--- src/rtl/fpadder_host.sv ---
// fpadder_host: valid/ready initiator that serialises an operand pair onto a serial fpadder and returns its sum.
// Define FPH_TIMEOUT_EN to add a WAIT-state watchdog that answers qNaN with rsp_err set.
module fpadder_host #(
    parameter int TIMEOUT_CYCLES = 64,
    parameter int CNT_W = 16
) (
    input  logic             clock,
    input  logic             reset,
    input  logic             req_valid,
    output logic             req_ready,
    input  logic [31:0]      req_a,
    input  logic [31:0]      req_b,
    output logic             rsp_valid,
    input  logic             rsp_ready,
    output logic [31:0]      rsp_sum,
    output logic             rsp_err,
    output logic [31:0]      add_a,
    input  logic             add_ready,
    input  logic [31:0]      add_sum,
    output logic [CNT_W-1:0] ops_count
);
    typedef enum logic [2:0] {INIT, IDLE, SEND_A, SEND_B, WAIT, RESP} state_t;
    state_t      state;
    logic        add_ready_q;
    logic [31:0] b_q;
    logic        rise;
    // Only a fresh low-to-high edge marks completion; a ready level carried into WAIT does not.
    assign rise = add_ready & ~add_ready_q;
`ifdef FPH_TIMEOUT_EN
    localparam int TW = $clog2(TIMEOUT_CYCLES + 1);
    logic [TW-1:0] wcnt;
    logic          expire;
    assign expire = (wcnt == TW'(TIMEOUT_CYCLES - 1));
`endif
    always_ff @(posedge clock) begin
        if (reset) begin
            state       <= INIT;
            req_ready   <= 1'b0;
            rsp_valid   <= 1'b0;
            rsp_sum     <= '0;
            rsp_err     <= 1'b0;
            add_a       <= '0;
            ops_count   <= '0;
            add_ready_q <= 1'b0;
            b_q         <= '0;
`ifdef FPH_TIMEOUT_EN
            wcnt        <= '0;
`endif
        end else begin
            add_ready_q <= add_ready;
            case (state)
                INIT: if (add_ready) begin
                    state     <= IDLE;
                    req_ready <= 1'b1;
                end
                IDLE: if (req_valid) begin
                    add_a     <= req_a;
                    b_q       <= req_b;
                    req_ready <= 1'b0;
                    state     <= SEND_A;
                end
                SEND_A: begin
                    add_a <= b_q;
                    state <= SEND_B;
                end
                SEND_B: begin
                    add_a <= '0;
                    state <= WAIT;
`ifdef FPH_TIMEOUT_EN
                    wcnt  <= '0;
`endif
                end
                WAIT: if (rise) begin
                    rsp_sum   <= add_sum;
                    rsp_err   <= 1'b0;
                    rsp_valid <= 1'b1;
                    state     <= RESP;
                end
`ifdef FPH_TIMEOUT_EN
                else if (expire) begin
                    rsp_sum   <= 32'h7FC0_0000;
                    rsp_err   <= 1'b1;
                    rsp_valid <= 1'b1;
                    state     <= RESP;
                end else begin
                    wcnt <= wcnt + 1'b1;
                end
`endif
                RESP: if (rsp_ready) begin
                    rsp_valid <= 1'b0;
                    ops_count <= ops_count + 1'b1;
                    // After a watchdog answer the adder state is unknown, so resynchronise on its ready.
                    state     <= rsp_err ? INIT : IDLE;
                    req_ready <= ~rsp_err;
                end
                default: state <= INIT;
            endcase
        end
    end
endmodule

--- config.mk ---
export PLATFORM = sky130hd
export DESIGN_NAME = fpadder_host
export DESIGN_NICKNAME = d
export VERILOG_FILES = /design/src/rtl/fpadder_host.sv
export SDC_FILE = /design/constraint.sdc
export NUM_CORES = 1
export LEC_CHECK = 0
export ABC_AREA = 1
export CAP_MARGIN = 20
export CORE_ASPECT_RATIO = 0.75
export CORE_MARGIN = 2
export CORE_UTILIZATION = 48
export DETAILED_ROUTE_END_ITERATION = 8
export PLACE_DENSITY = 0.86
export SLEW_MARGIN = 10
export SYNTH_ARGS = -nofsm -noshare
export SYNTH_HDL_FRONTEND = slang
export SYNTH_SLANG_ARGS = --single-unit
--- constraint.sdc ---
create_clock -name clock -period 3.5 [get_ports clock]
set_input_delay 0.7 -clock clock [delete_from_list [all_inputs] [get_ports clock]]
set_output_delay 0.7 -clock clock [all_outputs]
set_load 0.05 [all_outputs]
### Word level (Yosys, flattened, before mapping)

Cells that the tools add are included.

* output and inout port bits: 83
* register bits: 118
* input bits: 101
* word-level logic and storage cells: 45

* $add $sub $neg: 1
* reductions and logical operators: 11
* eq/ne operators: 9
* bitwise gates (word level): 2
* multiplexer cells: 14

Operator list (number)
* 32-bit case mux with 3 select lines: 1
* 32-bit two-way mux: 1
* 3-bit case mux with 6 select lines: 1
* 16-bit by 1-bit adder with 16-bit output, second input constant: 1
* 3-bit two-way mux: 4
* 2-bit != test, second input constant: 4
* 2-bit AND reduction: 4
* 4-bit AND reduction: 2
* 3-bit by 2-bit equality test with 1-bit output, second input constant: 2
* 3-bit equality test, second input constant: 2
* 3-bit nonzero test: 2
* 1-bit two-way mux: 5
* 3-bit by 1-bit equality test with 1-bit output, second input constant: 1
* 3-bit zero test: 1
* 1-bit case mux with 3 select lines: 1
* 3-bit AND reduction: 1
* 1-bit case mux with 2 select lines: 1
* 2-bit nonzero test: 1
* 1-bit AND: 1
* 1-bit inverter: 1

### Longest topological paths before layout

* depth in word-level cells: 4
* depth in mapped cells: 9

### Least setup slack after synthesis

Ideal clock, no wire load.

* path type: reg2reg
* start point: register ops_count[1]
* end point: register ops_count[8]
* path slack: 1.734 ns
* arrival: 1.650 ns
* path buffers: 0
* data required time: 3.384 ns
* library setup time: 0.116 ns
* cell stages (with the launch flop): 9
* cell sequence: dfxtp_1 -> ha_1 -> inv_1 -> nor2_1 -> nand2_1 -> nor2_1 -> nand2_1 -> o21ai_0 -> nor2_1

* longest elaborated chain between the ends: 1

Ends and longest elaborated chain
* start: declaration: RTL line 20 `output logic [CNT_W-1:0] ops_count`
* start signal: assignment: RTL line 91 `ops_count <= ops_count + 1'b1;`
* 16-bit by 1-bit adder with 16-bit output: RTL line 91

Every way passes these cells.
A chain may end at the register's enable or synchronous reset.

### Worst setup path in the final report

* start point: register ops_count[2]
* end point: output ops_count[2]

No word-level cell between the ends.

==> out/qor.json <==
{
  "final.setup.tns": {"value": 0, "unit": "ns"},
  "worst_hold_path.endpoint": {"value": "b_q[19]"},
  "yosys_warning_total": {"value": 0},
  "cp_cell_sequence": {"value": "clkdlybuf4s50_1"},
  "reg2reg_setup_slack": {"value": 1.14, "unit": "ns"},
  "cts_made_buffers": {"value": 17},
  "gr-usage-all-layers": {"value": 0.2620},
  "worstPathBufferInverterCount": {"value": 1},
  "design.portCount": {"value": 184},
  "cts_root_buf": {"value": "sky130_fd_sc_hd__clkbuf_16"},
  "worst-setup-path-type": {"value": "flop to output pin"},
  "ratio_of_total_power_to_cell_area": {"value": 794.1, "unit": "nW/µm²"},
  "tritoncts_clock_tree": {"value": "yes"},
  "r2r_start": {"value": "state[1]"},
  "tightest_slew": {"value": 0.9573, "unit": "ns"},
  "synth.top_cells.by_count": {"value": "sky130_fd_sc_hd__nor2_1 (205), sky130_fd_sc_hd__dfxtp_1 (118), sky130_fd_sc_hd__nand2_1 (100)"},
  "vias": {"value": 5239},
  "globalplace.congestion": {"value": 0.8865},
  "detail_route.vias_per_cell": {"value": 5.203},
  "initial_utilization": {"value": 0.5001},
  "final.setup.worst_slack": {"value": 1.061, "unit": "ns"},
  "crit_path_top_delay_cell": {"value": "sky130_fd_sc_hd__clkdlybuf4s50_1"},
  "die-height": {"value": 91.40, "unit": "µm"},
  "critical_path.endpoint_type": {"value": "output pin"},
  "post_cts.resized_instances": {"value": 0},
  "critPathMaxFanout": {"value": 8},
  "cpPeakStageDelay": {"value": 0.86, "unit": "ns"},
  "cts_hold_repair.buffers": {"value": 0},
  "die_x": {"value": 120.5, "unit": "µm"},
  "drtPass1Iterations": {"value": 6},
  "place_inst": {"value": 976},
  "detailed_route_iter0_violations": {"value": 536},
  "required": {"value": 2.80, "unit": "ns"},
  "seqCellArea": {"value": 2362, "unit": "µm²"},
  "clock-sinks": {"value": 118},
  "timing.clock.skew": {"value": 0.008469, "unit": "ns"},
  "setup-violations-final": {"value": 0},
  "grt_overflow": {"value": 0},
  "worst-path-stages": {"value": 1},
  "grt_setup_unrepaired": {"value": "no"},
  "cap_violations": {"value": 0},
  "critical-path-top-delay-family": {"value": "buffers and inverters"},
  "postSynthCellCount": {"value": 699},
  "worst_ir_drop_vdd": {"value": 556.5, "unit": "µV"},
  "layoutNonFillerInstCount": {"value": 1007},
  "max-clock-path-buffers": {"value": 2},
  "finalCritPeriodShare": {"value": 0.6969},
  "drc_errors": {"value": 0},
  "period_minus_slack": {"value": 2.439, "unit": "ns"},
  "max_freq": {"value": 0.4100, "unit": "GHz"},
  "wirelength": {"value": 14.45, "unit": "mm"},
  "syn-mean-instance-area": {"value": 6.993, "unit": "µm²"},
  "share_of_yosys_cell_area_claimed_by_the_top_area_cell_type": {"value": 0.4832},
  "grt_first_pass_wirelength": {"value": 23.19, "unit": "mm"},
  "timing.critical_path.arrival": {"value": 1.74, "unit": "ns"},
  "synthToLayoutAreaGrowth": {"value": 48.91, "unit": "%"},
  "post_drt_wl_per_cell": {"value": 14.35, "unit": "µm"},
  "cellLeakagePower": {"value": 2.948, "unit": "nW"},
  "pre_cts_slack": {"value": 0.8193, "unit": "ns"},
  "clk_slew_on_worst_s_h_paths": {"value": 0.05, "unit": "ns"},
  "nets": {"value": 965},
  "grt_antenna_before_repair": {"value": 0},
  "syn_area": {"value": 4888, "unit": "µm²"},
  "hold-path-cell-count": {"value": 2},
  "run_status": {"value": "completed"},
  "post_synthesis_register_bit_count": {"value": 118},
  "fp.coreArea": {"value": 9774, "unit": "µm²"},
  "share_of_synthesized_flip_flops_with_an_asynchronous_set_or_reset": {"value": 0},
  "post_cts_buffers": {"value": 0},
  "hold_class": {"value": "flop to flop"},
  "count_of_final_max_slew_check_failures": {"value": 0},
  "rr_endpoint": {"value": "add_a[26]"},
  "place_hpwl": {"value": 9.597, "unit": "mm"},
  "synth-edff-count": {"value": 0},
  "yosys.cell_count.top_type": {"value": "sky130_fd_sc_hd__nor2_1"},
  "syn_nets": {"value": 801},
  "post_synth_num_cell_types": {"value": 24},
  "rows": {"value": 31},
  "hp-start": {"value": "b_q[19]"},
  "synth_top_cell_by_area": {"value": "sky130_fd_sc_hd__dfxtp_1"},
  "multi_input_comb_area": {"value": 2142, "unit": "µm²"},
  "worstRegToRegCells": {"value": 8},
  "post_route_cells_drive_above_1_share": {"value": 0.05371},
  "synthFlopType": {"value": "sky130_fd_sc_hd__dfxtp_1"},
  "setup.worst_path.start_class": {"value": "flop"},
  "filler_cell_count": {"value": 742},
  "ant_nets": {"value": 0},
  "post-route-util": {"value": 0.7448},
  "synth_top_cells_by_area": {"value": "sky130_fd_sc_hd__dfxtp_1 (48%), sky130_fd_sc_hd__nor2_1 (16%), sky130_fd_sc_hd__o21ai_0 (9.9%)"},
  "place.port_buffers": {"value": 182},
  "antenna_cells": {"value": 0},
  "cts_max_level": {"value": 4},
  "number_of_global_route_vias_before_repair": {"value": 4757},
  "clock_insertion_delay_worst_skew": {"value": 0.40, "unit": "ns"},
  "floorplan.die_area": {"value": 11020, "unit": "µm²"},
  "pin_count_of_the_biggest_net_entering_global_routing": {"value": 85},
  "report.final.hold_viol_count": {"value": 0},
  "max_slew_margin": {"value": 0.3611},
  "synth_sequential_area_ratio": {"value": 0.4832}
}
-- tightest hold or removal path: cells and delay by family, from the launching register on --
| kind | cells | cell delay [ns] |
|---|---|---|
| compound gates | 1 | 0.05 |
| buf+inv | 1 | 0.05 |
| flops | 1 | 0.29 |
-- area by class of cell --
type | instances | share of cell area
Clock buffer | 22 | 0.06789
Clock inverter | 9 | 0.01031
Inverter | 45 | 0.02320
Multi-Input combinational cell | 494 | 0.2943
Sequential cell | 118 | 0.3245
Tap cell | 132 | 0.02269
Timing Repair Buffer | 187 | 0.2571
-- where the power goes --
group / switching [mW] / internal [mW]
logic: 1.56 / 0.730
clock network: 0.572 / 1.06
registers: 0.181 / 1.68
total: 2.31 / 3.47
-- per-stage QoR --
stage	power [mW]	hold slack [ns]	instance area (µm²)
after floorplan	3.416	0.4245	4888
after global placement	4.105	0.4339	6710
after detailed placement	4.150	0.4368	6710
after CTS	5.797	0.4448	7279
after global routing	6.062	0.4646	7279
final	5.781	0.4462	7279
-- registers in the layout, summed over array words and instances (netlist names) --
signal	count
add_a	32
add_ready_q	1
b_q	32
ops_count	16
req_ready	1
rsp_sum	32
rsp_valid	1
state	3
-- how the worst max path moves through the flow --
stage / start / endpoint
floorplan: ops_count[1] / ops_count[8]
global placement: add_ready / rsp_sum[20]
detailed placement: add_ready / rsp_sum[19]
CTS: ops_count[2] / ops_count[2]
global route: state[1] / add_a[26]
finish: ops_count[2] / ops_count[2]
-- metal layers --
metal,GRT usage,vias up,share of wire
met1,0.3408,2411,0.43
met4,0.07752,0,0.012
met2,0.4317,251,0.47
met5,0,-,0
li1,-,2558,-
met3,0.06281,19,0.085
-- cell families (layout without fill, tap and decap cells) --
group,after synthesis,count (layout),share of synthesized area
AND/OR/NAND/NOR,352,352,0.2908
AO/OA/AOI/OAI,139,139,0.1423
flip-flops,118,118,0.4832
buffers and inverters,87,263,0.07858
adder cells (fa/ha/maj),1,1,0.002559
other,1,1,0.0007671
XOR/XNOR,1,1,0.001792
-- cell usage in the layout, fill, tap and decap left out, drive strengths merged, types with 6 or more instances in the layout --
cell type      netlist  layout
a21oi               24      24
dfxtp              118     118
clkdlybuf4s50        0     182
nand3               31      31
clkbuf              18      22
inv                 45      45
o21ai              115     115
nand4                9       9
nand2              101     101
nor2               207     207
clkinv               0       6
No activity file was read; power rests on OpenSTA's default activity.
